<file path="config.mk">
export PLATFORM = sky130hd
export DESIGN_NAME = ks_data_path_param
export DESIGN_NICKNAME = d
export VERILOG_FILES = /design/src/rtl/k_and_s_pkg.sv /design/src/rtl/ks_alu.sv /design/src/rtl/ks_data_path_param.sv
export SDC_FILE = /design/constraint.sdc
export NUM_CORES = 1
export LEC_CHECK = 0
export ABC_CLOCK_PERIOD_IN_PS = 5400
export CORE_UTILIZATION = 60
export DETAILED_ROUTE_END_ITERATION = 10
export PLACE_DENSITY = 0.91
export SYNTH_ARGS = -nofsm -noshare
export SYNTH_HDL_FRONTEND = slang
export SYNTH_HIERARCHICAL = 1
export SYNTH_SLANG_ARGS = --single-unit
</file>
<file path="constraint.sdc">
create_clock -name clk -period 5.4 [get_ports clk]
set_clock_uncertainty 0.2 [all_clocks]
set_input_delay 0.81 -clock clk [delete_from_list [all_inputs] [get_ports clk]]
set_output_delay 0.81 -clock clk [all_outputs]
set_load 0.01 [all_outputs]
</file>
<file path="src/rtl/k_and_s_pkg.sv">
// Shared types for the K&S datapath: instruction decode, opcode table, ALU operation encoding.
package k_and_s_pkg;

  typedef enum logic [3:0] {
    I_NOP, I_LOAD, I_STORE, I_MOVE, I_ADD, I_SUB, I_AND, I_OR,
    I_BRANCH, I_BZERO, I_BNZERO, I_BNEG, I_BNNEG, I_BOV, I_BNOV, I_HALT
  } decoded_instruction_type;

  typedef enum logic [1:0] {
    AluAdd = 2'b00,
    AluSub = 2'b01,
    AluAnd = 2'b10,
    AluOr  = 2'b11
  } alu_op_e;

  localparam logic [7:0] OpNop    = 8'h00;
  localparam logic [7:0] OpLoad   = 8'h81;
  localparam logic [7:0] OpStore  = 8'h82;
  localparam logic [7:0] OpMove   = 8'h91;
  localparam logic [7:0] OpAdd    = 8'hA1;
  localparam logic [7:0] OpSub    = 8'hA2;
  localparam logic [7:0] OpAnd    = 8'hA3;
  localparam logic [7:0] OpOr     = 8'hA4;
  localparam logic [7:0] OpBranch = 8'h01;
  localparam logic [7:0] OpBzero  = 8'h02;
  localparam logic [7:0] OpBneg   = 8'h03;
  localparam logic [7:0] OpBov    = 8'h05;
  localparam logic [7:0] OpBnov   = 8'h06;
  localparam logic [7:0] OpBnneg  = 8'h0A;
  localparam logic [7:0] OpBnzero = 8'h0B;
  localparam logic [7:0] OpHalt   = 8'hFF;

  function automatic decoded_instruction_type decode_opcode(input logic [7:0] opcode);
    decoded_instruction_type dec;
    case (opcode)
      OpLoad:   dec = I_LOAD;
      OpStore:  dec = I_STORE;
      OpMove:   dec = I_MOVE;
      OpAdd:    dec = I_ADD;
      OpSub:    dec = I_SUB;
      OpAnd:    dec = I_AND;
      OpOr:     dec = I_OR;
      OpBranch: dec = I_BRANCH;
      OpBzero:  dec = I_BZERO;
      OpBneg:   dec = I_BNEG;
      OpBov:    dec = I_BOV;
      OpBnov:   dec = I_BNOV;
      OpBnneg:  dec = I_BNNEG;
      OpBnzero: dec = I_BNZERO;
      OpHalt:   dec = I_HALT;
      default:  dec = I_NOP;
    endcase
    return dec;
  endfunction

endpackage

</file>
<file path="src/rtl/ks_alu.sv">
// Combinational ALU: add/sub/and/or with zero, negative and both overflow flags.
module ks_alu
  import k_and_s_pkg::*;
#(
  parameter int unsigned DATA_W = 16
) (
  input  logic [DATA_W-1:0] a_i,
  input  logic [DATA_W-1:0] b_i,
  input  alu_op_e           op_i,
  output logic [DATA_W-1:0] result_o,
  output logic              zero_o,
  output logic              neg_o,
  output logic              uov_o,
  output logic              sov_o
);
  localparam int unsigned Msb = DATA_W - 1;

  logic [DATA_W:0] wide;

  always_comb begin
    wide     = '0;
    result_o = '0;
    uov_o    = 1'b0;
    sov_o    = 1'b0;
    unique case (op_i)
      AluAdd: begin
        wide     = {1'b0, a_i} + {1'b0, b_i};
        result_o = wide[DATA_W-1:0];
        uov_o    = wide[DATA_W];
        sov_o    = (a_i[Msb] == b_i[Msb]) && (result_o[Msb] != a_i[Msb]);
      end
      AluSub: begin
        // Top bit of the widened difference is the borrow, i.e. a < b unsigned.
        wide     = {1'b0, a_i} - {1'b0, b_i};
        result_o = wide[DATA_W-1:0];
        uov_o    = wide[DATA_W];
        sov_o    = (a_i[Msb] != b_i[Msb]) && (result_o[Msb] != a_i[Msb]);
      end
      AluAnd: result_o = a_i & b_i;
      AluOr:  result_o = a_i | b_i;
    endcase
  end

  assign zero_o = (result_o == '0);
  assign neg_o  = result_o[Msb];

endmodule

</file>
<file path="src/rtl/ks_data_path_param.sv">
// K&S processor datapath: PC, IR, register file, ALU and flag register, steered by control strobes.
module ks_data_path_param
  import k_and_s_pkg::*;
#(
  parameter int unsigned DATA_W   = 16,
  parameter int unsigned NUM_REGS = 4,
  parameter int unsigned ADDR_W   = 5
) (
  input  logic                    clk,
  input  logic                    rst_n,
  input  logic                    branch,
  input  logic                    pc_enable,
  input  logic                    ir_enable,
  input  logic                    addr_sel,
  input  logic                    c_sel,
  input  logic [1:0]              operation,
  input  logic                    write_reg_enable,
  input  logic                    flags_reg_enable,
  input  logic [DATA_W-1:0]       data_in,
  output decoded_instruction_type decoded_instruction,
  output logic                    zero_op,
  output logic                    neg_op,
  output logic                    unsigned_overflow,
  output logic                    signed_overflow,
  output logic [ADDR_W-1:0]       ram_addr,
  output logic [DATA_W-1:0]       data_out
);
  localparam int unsigned RW = $clog2(NUM_REGS);

  if ((8 + 3 * RW > DATA_W) || (8 + ADDR_W > DATA_W) || (NUM_REGS < 2) ||
      ((1 << RW) != NUM_REGS)) begin : gen_param_check
    $error("ks_data_path_param: IR fields do not fit DATA_W or NUM_REGS not a power of 2");
  end

  logic [ADDR_W-1:0]                pc_q;
  logic [DATA_W-1:0]                ir_q;
  logic [NUM_REGS-1:0][DATA_W-1:0]  regs_q;

  logic [7:0]        opcode;
  logic [RW-1:0]     dst, src_a, src_b;
  logic [ADDR_W-1:0] ir_addr;
  logic [DATA_W-1:0] bus_a, bus_b, bus_c, alu_result;
  logic              alu_zero, alu_neg, alu_uov, alu_sov;

  assign opcode  = ir_q[DATA_W-1 -: 8];
  assign dst     = ir_q[3*RW-1 -: RW];
  assign src_b   = ir_q[2*RW-1 -: RW];
  assign src_a   = ir_q[RW-1:0];
  assign ir_addr = ir_q[ADDR_W-1:0];

  // Padding bits between the opcode and the operand fields carry no meaning.
  logic unused_ir_bits;
  assign unused_ir_bits = ^ir_q;

  assign bus_a = regs_q[src_a];
  assign bus_b = regs_q[src_b];
  assign bus_c = c_sel ? data_in : alu_result;

  ks_alu #(
    .DATA_W(DATA_W)
  ) u_alu (
    .a_i      (bus_a),
    .b_i      (bus_b),
    .op_i     (alu_op_e'(operation)),
    .result_o (alu_result),
    .zero_o   (alu_zero),
    .neg_o    (alu_neg),
    .uov_o    (alu_uov),
    .sov_o    (alu_sov)
  );

  // All next-state terms read pre-edge values, so a same-cycle IR load cannot
  // disturb a branch target and a register write is invisible until next cycle.
  always_ff @(posedge clk) begin
    if (!rst_n) begin
      pc_q              <= '0;
      ir_q              <= '0;
      regs_q            <= '0;
      zero_op           <= 1'b0;
      neg_op            <= 1'b0;
      unsigned_overflow <= 1'b0;
      signed_overflow   <= 1'b0;
    end else begin
      if (pc_enable) pc_q <= branch ? ir_addr : pc_q + ADDR_W'(1);
      if (ir_enable) ir_q <= data_in;
      if (write_reg_enable) regs_q[dst] <= bus_c;
      if (flags_reg_enable) begin
        zero_op           <= alu_zero;
        neg_op            <= alu_neg;
        unsigned_overflow <= alu_uov;
        signed_overflow   <= alu_sov;
      end
    end
  end

  assign decoded_instruction = decode_opcode(opcode);
  assign ram_addr            = addr_sel ? pc_q : ir_addr;
  assign data_out            = bus_a;

endmodule

</file>
==> Word level (Yosys, flattened, before mapping) <==
Cells that the tools add are included.
{ "op_classes": {"eq_ne": 22, "n_reduce_logical": 5, "n_mux": 14, "order_cmp": 4, "n_addsub": 3, "bitwise_logic": 2} }
{ "ops": {"columns": ["cell", "n"], "rows": [
  ["$bmux W16 S2", 2],
  ["$bwmux W64", 1],
  ["$eq A8 B8 Y1 const B", 8],
  ["$mux W16", 4],
  ["$pmux W16 S4", 1],
  ["$pmux W4 S15", 1],
  ["$demux W16 S2", 1],
  ["$add A16 B16 Y17", 1],
  ["$sub A16 B16 Y17", 1],
  ["$and A16 B16 Y16", 1],
  ["$eq A8 B2 Y1 const B", 2],
  ["$eq A8 B3 Y1 const B", 2],
  ["$eq A8 B4 Y1 const B", 2],
  ["$logic_not A16 Y1", 1],
  ["$or A16 B16 Y16", 1],
  ["$mux W5", 2],
  ["$lt A2 B3 Y1 const B", 3],
  ["$eq A8 B1 Y1 const B", 1],
  ["$add A5 B1 Y5 const B", 1],
  ["$eq A2 B2 Y1 const B", 2],
  ["$pmux W1 S2", 2],
  ["$logic_and A1 B1 Y1", 3],
  ["$ne A1 B1 Y1", 3],
  ["$eq A2 B1 Y1 const B", 1],
  ["3 further kinds", 3]
]} }
{ "word_totals": {"word_cells": 60, "reg_bits": 89, "inputBits": 27, "output_inout_bits": 29} }

==> Logic depth before layout (Yosys ltp) <==
{ "depth": {"ltp_word": 6, "depth_mapped": 19, "mapped_depth_nobuf": 17} }

==> Modules after synthesis <==
The synthesis kept the hierarchy.
{ "modules_own_cells": {"columns": ["module", "seq_area_each_um2", "area_each_um2", "cells_per_inst", "n_inst"], "rows": [
  ["ks_data_path_param", 1741.7, 4538.1, 418, 1],
  ["ks_alu", 0.0, 2449.8, 350, 1]
]} }

==> Least setup slack after synthesis <==
Ideal clock, no wire load.
{ "synth_path": {"path_type": "reg-to-reg", "startpoint": "register ir_q[1]", "endpoint": "register zero_op", "path_slack_ns": 1.108, "setup_ns": 0.065, "required_ns": 5.135, "stages_incl_launch_ff": 17, "period_less_slack_ns": 4.292, "path_buffers": 2, "arrival_ns": 4.027, "cell_sequence": "dfxtp_1 > buf_2 > mux4_2 > inv_1 > ha_1 > buf_2 > a21o_1 > or4_1 > o21ai_1 > nor4b_1 > a211oi_2 > xnor2_1 > a211o_1 > or4b_1 > and4bb_1 > mux2i_1 > nor2b_1"} }
{ "synth_between": {"elab_chain_cells": 5, "elab_cells_between_ends": 8} }
{ "synth_lines": {"columns": ["element", "line", "source"], "rows": [
  ["start, declared", "ks_data_path_param.sv:36", "logic [DATA_W-1:0] ir_q;"],
  ["start signal, assigned", "ks_data_path_param.sv:85", "if (ir_enable) ir_q <= data_in;"],
  ["$bmux W16 S2 *", "ks_data_path_param.sv:55", "assign bus_a = regs_q[src_a];"],
  ["$mux W16 (not written as such) *", "ks_data_path_param.sv:55", null],
  ["net data_out[4]", "ks_data_path_param.sv:26", "output logic [DATA_W-1:0] data_out"],
  ["$sub A16 B16 Y17, or another cell as far along", "ks_alu.sv:34", "wide = {1'b0, a_i} - {1'b0, b_i};"],
  ["$pmux W16 S4 *", "ks_alu.sv:25", "unique case (op_i)"],
  ["$logic_not A16 Y1 *", "ks_alu.sv:44", "assign zero_o = (result_o == '0);"],
  ["net alu_zero", "ks_data_path_param.sv:43", "logic alu_zero, alu_neg, alu_uov, alu_sov;"],
  ["end signal, assigned", "ks_data_path_param.sv:88", "zero_op <= alu_zero;"],
  ["end, declared", "ks_data_path_param.sv:21", "output logic zero_op,"]
]} }
Mark *: on every way through the listed nets, which the timed path passes. The rest lies on a longest branch. The select of a mux whose other input is x is not followed.
A chain may end at the register's enable or synchronous reset.

==> Final worst setup path <==
{ "layout_path": {"startpoint": "register ir_q[3]", "endpoint": "register zero_op"} }
{ "layout_between": {"elab_chain_cells": 5, "elab_cells_between_ends": 8} }
{ "layout_lines": {"columns": ["element", "line", "source"], "rows": [
  ["$bmux W16 S2 *", "ks_data_path_param.sv:56", "assign bus_b = regs_q[src_b];"],
  ["$mux W16 (not written as such) *", "ks_data_path_param.sv:56", null],
  ["net bus_b[5]", "ks_data_path_param.sv:42", "logic [DATA_W-1:0] bus_a, bus_b, bus_c, alu_result;"],
  ["$sub A16 B16 Y17 / $add A16 B16 Y17 (equally long branches)", "ks_alu.sv:34, ks_alu.sv:27", null],
  ["$pmux W16 S4 *", "ks_alu.sv:25", null],
  ["net alu_result[8]", "ks_data_path_param.sv:42", null],
  ["$logic_not A16 Y1 *", "ks_alu.sv:44", null],
  ["net alu_zero", "ks_data_path_param.sv:43", null]
]} }
Marks and branches as above.

==> impl_results.md <==
- Maximum resistive drop on vdd: 0.240 mV
- Final hold slack: 0.317 ns
- Post-route ant nets: 0
- Worst-Margin Slew: 1.30 ns
- Max Buffers Root-to-Sink: 2
- Max cap viols: 0
- Die Ht: 110 um
- Multi-input gate area: 4680 um2
- CTS Hold Bufs: 0
- Tot Pwr: 1.99 mW
- Num CTS Buffers: 9
- Synth Instances: 768
- Drt wl/cell: 20.1 um
- Max FO, Critical Path: 11
- PortBufs: 55
- Share of the synthesized area in the top cell type: 24.9%
- Final number of hold-violating endpoints: 0
- Ys async rst share: 0%
- Setup Fix Bufs, Post-CTS: 0
- H-tree depth: 3
- Crit Path Class: flip-flop to flip-flop
- ANT cells: 0
- Required time of the worst setup path: 5.48 ns
- CTS sink count: 87
- Row count: 39
- Vias per cell: 6.74
- Overflow after GRT: 0
- Max-Slew Margin vs Limit: 13.0%
- Critical Path Start Type: flip-flop
- Synth Flop Type: dfxtp_1
- Largest area contributor in the netlist: dfxtp_1
- Drt drc: 0
- Total GRT Usage: 31.5%
- TritonRoute pass-1 iters: 5
- Vias in the first global route: 5,757
- Dpl ws: 0.654 ns
- Arr. time, crit path: 4.91 ns
- Final wirelength: 18,600 um
- Worst Setup End Kind: flip-flop
- Final nets: 858
- Pin count of the biggest net entering global routing: 88
- Post-layout util: 67.6%
- Initial antenna violation count: 0
- Final setup margin: 0.568 ns
- Most frequent cell after synthesis: nand2_1
- Die Area: 12,100 um2
- Hold crit path type: flip-flop to flip-flop
- Post-synth EDFFs: 0
- Seq. cell area: 1740 um2
- Power Density: 259 nW/um2
- Unrepaired setup endpoints after global routing: false
- CTS root buf: clkbuf_16
- Routability congestion estimate: 0.900
- Ports: 56
- Tmin final: 4.83 ns
- Drt initial violations: 647
- Clock Latency Late Sink: 0.34 ns
- CTS resizes: 0
- Top cells by area, synth: dfxtp_1 (25%), mux4_2 (11%), o211a_1 (9.5%), ha_1 (9.0%), mux2i_1 (5.9%)
- Synth cell types: 78
- Yosys Warn Count: 6
- Die width: 110 um
- First-pass GRT wire length: 29,100 um
- Post-Syn Nets: 847
- Flop and latch count out of synthesis: 87
- Synth top cells by count: nand2_1 (91), dfxtp_1 (87), o211a_1 (66)
- CTS tree: built
- Fillers: 831
- Final Max Tran Viols: 0
- R2r setup slk: 0.57 ns
- Final worst-path cycle share: 89.5%
- Maximum clock rate: 0.207 GHz
- Layout cells sized above 1: 9.58%
- Leak: 3.72 nW
- Clock-pin slew on the worst setup and hold paths: 0.06 ns
- Setup tns final: 0 ns
- DR vias: 6,238
- Area of the core: 11,400 um2
- Initial Utilization: 61.5%
- Register area share after synthesis: 24.9%
- Syn Area/Cell: 9.10 um2
- Detailed placer's ending HPWL: 13,000 um
- Endpoints failing setup: 0
- Status: complete, no violations
- P&R area growth vs syn: 9.94%
- Synth Cell Area: 6990 um2
## through the flow
step,cells,cell area [um2]
after floorplan,768,6990
after global placement,911,7420
after CTS,926,7680
after global routing,926,7680
after detailed placement,911,7420
final,926,7680
## registers in the layout, summed over array words and instances, names as in the netlist
register / count
unsigned_overflow: 1
neg_op: 1
pc_q: 5
zero_op: 1
ir_q: 14
signed_overflow: 1
regs_q: 64
## power by group
part	switching, mW	internal, mW
logic	0.405	0.310
registers	0.0393	0.677
clock network	0.234	0.321
total	0.679	1.31
## placed cells by master, fill, tap and decap left out, types with 4 or more instances in the layout
| cell | netlist | routed |
|---|---|---|
| nor2b_1 | 26 | 26 |
| or4_1 | 4 | 4 |
| ha_1 | 50 | 50 |
| inv_1 | 52 | 52 |
| o211ai_1 | 10 | 10 |
| nor3_1 | 12 | 12 |
| nor4_1 | 7 | 7 |
| mux2i_1 | 41 | 41 |
| a22o_1 | 5 | 5 |
| a21o_1 | 5 | 5 |
| o31ai_1 | 5 | 5 |
| buf_4 | 9 | 10 |
| mux2_2 | 5 | 5 |
| or3_1 | 8 | 8 |
| dfxtp_1 | 87 | 87 |
| xor2_1 | 5 | 5 |
| nor2_1 | 38 | 37 |
| a22oi_1 | 5 | 5 |
| o21ai_1 | 5 | 5 |
| a211oi_1 | 8 | 8 |
| clkbuf_16 | 0 | 9 |
| o211a_1 | 66 | 66 |
| o21ai_0 | 23 | 23 |
| nand2_1 | 91 | 91 |
| clkbuf_1 | 18 | 4 |
| mux4_2 | 34 | 34 |
| a21oi_1 | 26 | 26 |
| nand3_1 | 5 | 5 |
| xnor2_1 | 8 | 8 |
| clkdlybuf4s50_1 | 0 | 54 |
## worst max-delay path, cell delays in order (launching register included)
cell and delay, ns:
dfxtp_1 0.62, buf_4 0.36, mux4_2 0.58, inv_1 0.11, ha_1 0.36, inv_2 0.07
or3_1 0.35, o221ai_1 0.14, o21bai_1 0.13, a2111oi_0 0.50, nor3_1 0.15, a211o_1 0.24
or4b_1 0.51, and4bb_1 0.27, mux2i_1 0.07, nor2b_1 0.10
## routing by layer
layer	GRT usage, %	up-vias	wire (um)
met3	4.39	69	1530
met5	0	-	0
met2	50.0	357	8680
met4	13.5	0	638
met1	42.8	2982	7740
li1	-	2830	-
## worst paths after layout
kind         startpoint    endpoint  cells past startpoint
max             ir_q[3]     zero_op                     15
min          regs_q[48]  regs_q[48]                      1
max reg2reg     ir_q[3]     zero_op                     15
min reg2reg  regs_q[48]  regs_q[48]                      1
## cell type report
type	instances	share of cell area, %
repair buffers	65	8.08
flip-flops and latches	87	22.7
multi-input cells	561	60.9
clock buffers	14	3.31
well taps	143	2.33
inverters	55	2.69
clock inverters	1	0.0651
## logic make-up after synthesis
logic type / share of synthesized area, %
flops: 24.9
xor+xnor: 1.63
buf+inv: 8.20
mux: 17.6
fa+ha+maj: 9.53
compound gates: 23.0
simple gates: 15.1
Power figures use the tool's default switching activity.
==> RTL change 1, RTL diff (same flow settings) <==
Reset style: asynchronous (`rst_n`), changed in one clocked block.
--- a/src/rtl/ks_data_path_param.sv
+++ b/src/rtl/ks_data_path_param.sv
@@ -71,7 +71,7 @@
 
   // All next-state terms read pre-edge values, so a same-cycle IR load cannot
   // disturb a branch target and a register write is invisible until next cycle.
-  always_ff @(posedge clk) begin
+  always_ff @(posedge clk or negedge rst_n) begin
     if (!rst_n) begin
       pc_q              <= '0;
       ir_q              <= '0;
Behaviour: not the same (Yosys sat finds a counterexample within 4 cycles, from zero or initial values and one cycle with rst_n low; the reset may be asserted at any time).
==> RTL change 1 against the unedited design <==
- setup slack improved by 99 ps
- design area rose by 1.8%
- fmax rose by 2.1%
- area after synthesis fell by 1.5%
- sequential cell count did not move
- wire length rose by 7.6%
Power is not compared: it rests on default switching activity, and its combinational part moved more than twofold at a synthesized area within 25%.
==> RTL change 1: results (changes against the unedited design) <==
Run status
  – Run status: completed (unchanged)

Detailed routing
  – Iteration-0 DRC Markers: 936 (was 647)
  – Post-DR vias/cell: 6.98 (was 6.74)
  – Avg WL per Cell: 22.0 um (was 20.1 um)
  – Detailed Routing Iterations Pass 1: 8 (was 5)
  – DR WL met2: 9.59 mm (was 8.68 mm)
  – DRT met1 WL: 7.41 mm (was 7.74 mm)
  – Met3 wire len: 2.09 mm (was 1.53 mm)

Synthesis
  – Seq/Total Area, Yosys: 0.316 (was 0.249)
  – Synth Area in XOR/XNOR: 0.0140 (was 0.0163)
  – Post-Synthesis Net Count: 819 (was 847)
  – Commonest cells in the netlist: dfrtp_1, nand2_1, o21ai_0 (was nand2_1, dfxtp_1, o211a_1)
  – Synth Area in Compound Gates: 0.187 (was 0.230)
  – Yosys top cell area share: 0.316 (was 0.249)
  – Mux contribution to synthesized area: 0.178 (was 0.176)
  – Largest cells by area after synthesis: dfrtp_1, mux4_2, ha_1, o21ai_0, nand2_1 (was dfxtp_1, mux4_2, o211a_1, ha_1, mux2i_1)
  – Ys async rst share: 1.00 (was 0)
  – Count of unique library cells instantiated by Yosys: 75 (was 78)
  – Adder-cell area share of the yosys netlist: 0.0967 (was 0.0953)
  – Synth Instances: 740 (was 768)

STA
  – Worst slew pin tran: 1310 ps (was 1300 ps)

Layout
  – Layout cells sized above 1: 0.125 (was 0.0958)
  – Non-filler cells, final: 909 (was 926)
  – Filler Cells Inserted: 700 (was 831)
  – Final instance area: 7820 um2 (was 7680 um2)
  – Final net count: 843 (was 858)

Power
  – Overall Power: ~5.3 mW
  – IR drop worst, VDD: around 0.43 mV
  – Clk power: between 0.8 and 0.9 mW

Global route
  – Gr usage total: 0.350 (was 0.315)
  – Global-route met3 utilization: 0.0783 (was 0.0439)
  – M1 GR Usage: 0.446 (was 0.428)
  – Met2 usage: 0.563 (was 0.500)
  – Vias in the first global route: 6077 (was 5757)
  – Global-route wire length before repair: 31.5 mm (was 29.1 mm)

Hold path
  – Hold wc startpoint: regs_q[49]$_DFFE_PN0P_ (was regs_q[48]$_SDFFE_PN0P_)

Placed design
  – Pre-CTS WS: 734 ps (was 654 ps)
  – Gpl congestion: 0.909 (was 0.900)
  – Hpwl dp: 13.7 mm (was 13.0 mm)
  – Placed Area: 7420 um2 (about the same)
  – Placed Instances: 893 (was 911)
  – # port buffers: 55 (unchanged)

Setup path
  – Worst EP arrival: 4820 ps (was 4910 ps)
  – Startpoint types: register (unchanged)
  – CP Max Fanout: 13 (was 11)
  – R2r startpoint: ir_q[3]$_DFFE_PN0P_ (was ir_q[3]$_SDFFE_PN0P_)
  – Critical Path Slowest Stage Cell: dfrtp_1 (was dfxtp_1)
  – Critical Path Max Stage Delay: 780 ps (was 620 ps)

Clock network
  – # resized after CTS: 0 (unchanged)
==> RTL change 1: worst paths after layout <==
| path | to | slack [ps] | depth (start not counted) |
|---|---|---|---|
| setup / recovery | zero_op$_DFFE_PN0P_ | 670 | 13 |
| hold / removal | regs_q[49]$_DFFE_PN0P_ | 300 | 2 |
| setup reg to reg | zero_op$_DFFE_PN0P_ | 670 | 13 |
| hold reg to reg | regs_q[49]$_DFFE_PN0P_ | 300 | 2 |
| max in group asynchronous | regs_q[9]$_DFFE_PN0P_ | 3860 | 1 |
| min in group asynchronous | regs_q[48]$_DFFE_PN0P_ | 460 | 1 |
==> RTL change 1: layout make-up <==
| type | count | share of cell area |
|---|---|---|
| clock inverters | 6 | 0.0198 |
| well taps | 140 | 0.0224 |
| flip-flops and latches | 87 | 0.278 |
| repair buffers | 65 | 0.0797 |
| inverters | 55 | 0.0264 |
| clock buffers | 10 | 0.0306 |
| multi-input cells | 546 | 0.543 |
==> RTL change 2, RTL diff (same flow settings) <==
Without the edit above. `ADDR_W`: 5 -> 4.
--- a/src/rtl/ks_data_path_param.sv
+++ b/src/rtl/ks_data_path_param.sv
@@ -4,7 +4,7 @@
 #(
   parameter int unsigned DATA_W   = 16,
   parameter int unsigned NUM_REGS = 4,
-  parameter int unsigned ADDR_W   = 5
+  parameter int unsigned ADDR_W   = 4
 ) (
   input  logic                    clk,
   input  logic                    rst_n,
Interface: changed (resized ram_addr); port bits go from 56 to 55. No check against the original RTL was run, so the function may have changed too.
==> RTL change 2 against the unedited design <==
- area after synthesis fell by 1.9%
- power rose by 3.1%
- wire length rose by 1.8%
- count of clock-buffer cells in the layout fell by 5
- core utilization rose by 2.2 points
- design area fell by 0.23%
- sequential cell count fell by 1
- global-route usage rose by 1.4 points
- setup slack improved by 58 ps
- critical path type unchanged
- largest power group is now combinational cells
- highest routed layer unchanged
==> RTL change 2: results (changes against the unedited design) <==
Run status
  – Run status: completed (unchanged)

STA
  – Worst slew pin tran: 1250 ps (was 1300 ps)
  – Hold slack: 323 ps (was 317 ps)
  – Final worst-path setup slack: 626 ps (was 568 ps)

Synthesis
  – Yosys warning total: 6 (unchanged)
  – Commonest cells in the netlist: nand2_1, dfxtp_1, o211a_1 (unchanged)
  – Count of unique library cells instantiated by Yosys: 74 (was 78)
  – Post-Synthesis Net Count: 839 (was 847)
  – Seq/Total Area, Yosys: 0.251 (was 0.249)
  – Synth Area in Compound Gates: 0.227 (was 0.230)
  – Largest cells by area after synthesis: dfxtp_1, mux4_2, o211a_1, ha_1, mux2i_1 (unchanged)
  – Synth Area in XOR/XNOR: 0.0141 (was 0.0163)
  – Mux contribution to synthesized area: 0.180 (was 0.176)
  – Synth Instances: 760 (was 768)
  – Adder-cell area share of the yosys netlist: 0.0971 (was 0.0953)

Setup path
  – R2R setup slack: 630 ps (was 570 ps)
  – CP Max Fanout: 15 (was 11)
  – Critical Path Slowest Stage Cell: mux4_2 (was dfxtp_1)
  – Worst EP arrival: 4860 ps (was 4910 ps)
  – Critical Path Max Stage Delay: 570 ps (was 620 ps)

Power
  – IR drop worst, VDD: 0.251 mV (was 0.240 mV)
  – Power Internal: 1.34 mW (was 1.31 mW)
  – Cell area power density: 267 nW/um2 (was 259 nW/um2)
  – Combinational cell power: 0.716 mW (was 0.715 mW)
  – Leak: 3.70 nW (was 3.72 nW)
  – Power in sequential cells: 0.707 mW (was 0.716 mW)

Placed design
  – Hpwl dp: 13.0 mm (about the same)
  – Gpl congestion: 0.944 (was 0.900)
  – Placed Area: 7370 um2 (was 7420 um2)
  – Pre-CTS WS: 661 ps (was 654 ps)
  – # port buffers: 54 (was 55)
  – Placed Instances: 904 (was 911)

Layout
  – Multi-input gate area: 4650 um2 (was 4680 um2)
  – Final net count: 854 (was 858)
  – Filler Cells Inserted: 763 (was 831)
  – Layout cells sized above 1: 0.104 (was 0.0958)
  – Non-filler cells, final: 920 (was 926)
  – Top Registers: regs_q x64, ir_q x14, pc_q x4 (was regs_q x64, ir_q x14, pc_q x5)

Detailed routing
  – Vias: 6300 (was 6238)
  – Detailed Routing Iterations Pass 1: 6 (was 5)
  – Avg WL per Cell: 20.6 um (was 20.1 um)
  – Iteration-0 DRC Markers: 731 (was 647)

Global route
  – Global-route wire length before repair: 29.8 mm (was 29.1 mm)
  – Vias in the first global route: 5880 (was 5757)
  – M1 GR Usage: 0.438 (was 0.428)
  – Gr usage total: 0.329 (was 0.315)
  – Met2 usage: 0.509 (was 0.500)
  – Global-route met3 utilization: 0.0777 (was 0.0439)
  – Largest net degree at the start of global routing: 87 (was 88)

Hold path
  – Hold wc startpoint: signed_overflow$_SDFFE_PN0P_ (was regs_q[48]$_SDFFE_PN0P_)

Clock network
  – Clock slew at reported path FFs: roughly 70 ps
  – CTS Root Cell: clkbuf_16 (unchanged)
  – Post-CTS setup repair buffer count: 0 (unchanged)
  – Clock Tree Buf Depth: 2 (unchanged)
RTL change 2: changes by cell type after synthesis, moves of 2 or more:
cell / change
a32oi_1: -2
buf_6: -4
clkbuf_1: +17
buf_4: -2
nand4_1: +2
nor2_1: -2
nand2b_1: +2
buf_2: -15
a211oi_1: +2
xor2_1: -2
a22o_1: -2
RTL change 2: final timing paths:
kind / end / cells after the start
worst max-delay path: zero_op$_SDFFE_PN0P_ / 15
worst min-delay path: signed_overflow$_SDFFE_PN0P_ / 2
worst max register to register: zero_op$_SDFFE_PN0P_ / 15
worst min register to register: signed_overflow$_SDFFE_PN0P_ / 2
RTL change 2: layout make-up:
cell class | instances | share of cell area
well taps | 140 | 0.0229
inverters | 55 | 0.0269
clock buffers | 9 | 0.0294
flip-flops and latches | 86 | 0.225
repair buffers | 65 | 0.0806
clock inverters | 7 | 0.00947
multi-input cells | 558 | 0.606
RTL change 2: metal layers:
layer  up-vias  wire length [um]
met1      3014              7490
met4         0               546
met2       418              8920
li1       2811                 -
met3        57              1950
met5         -                 0
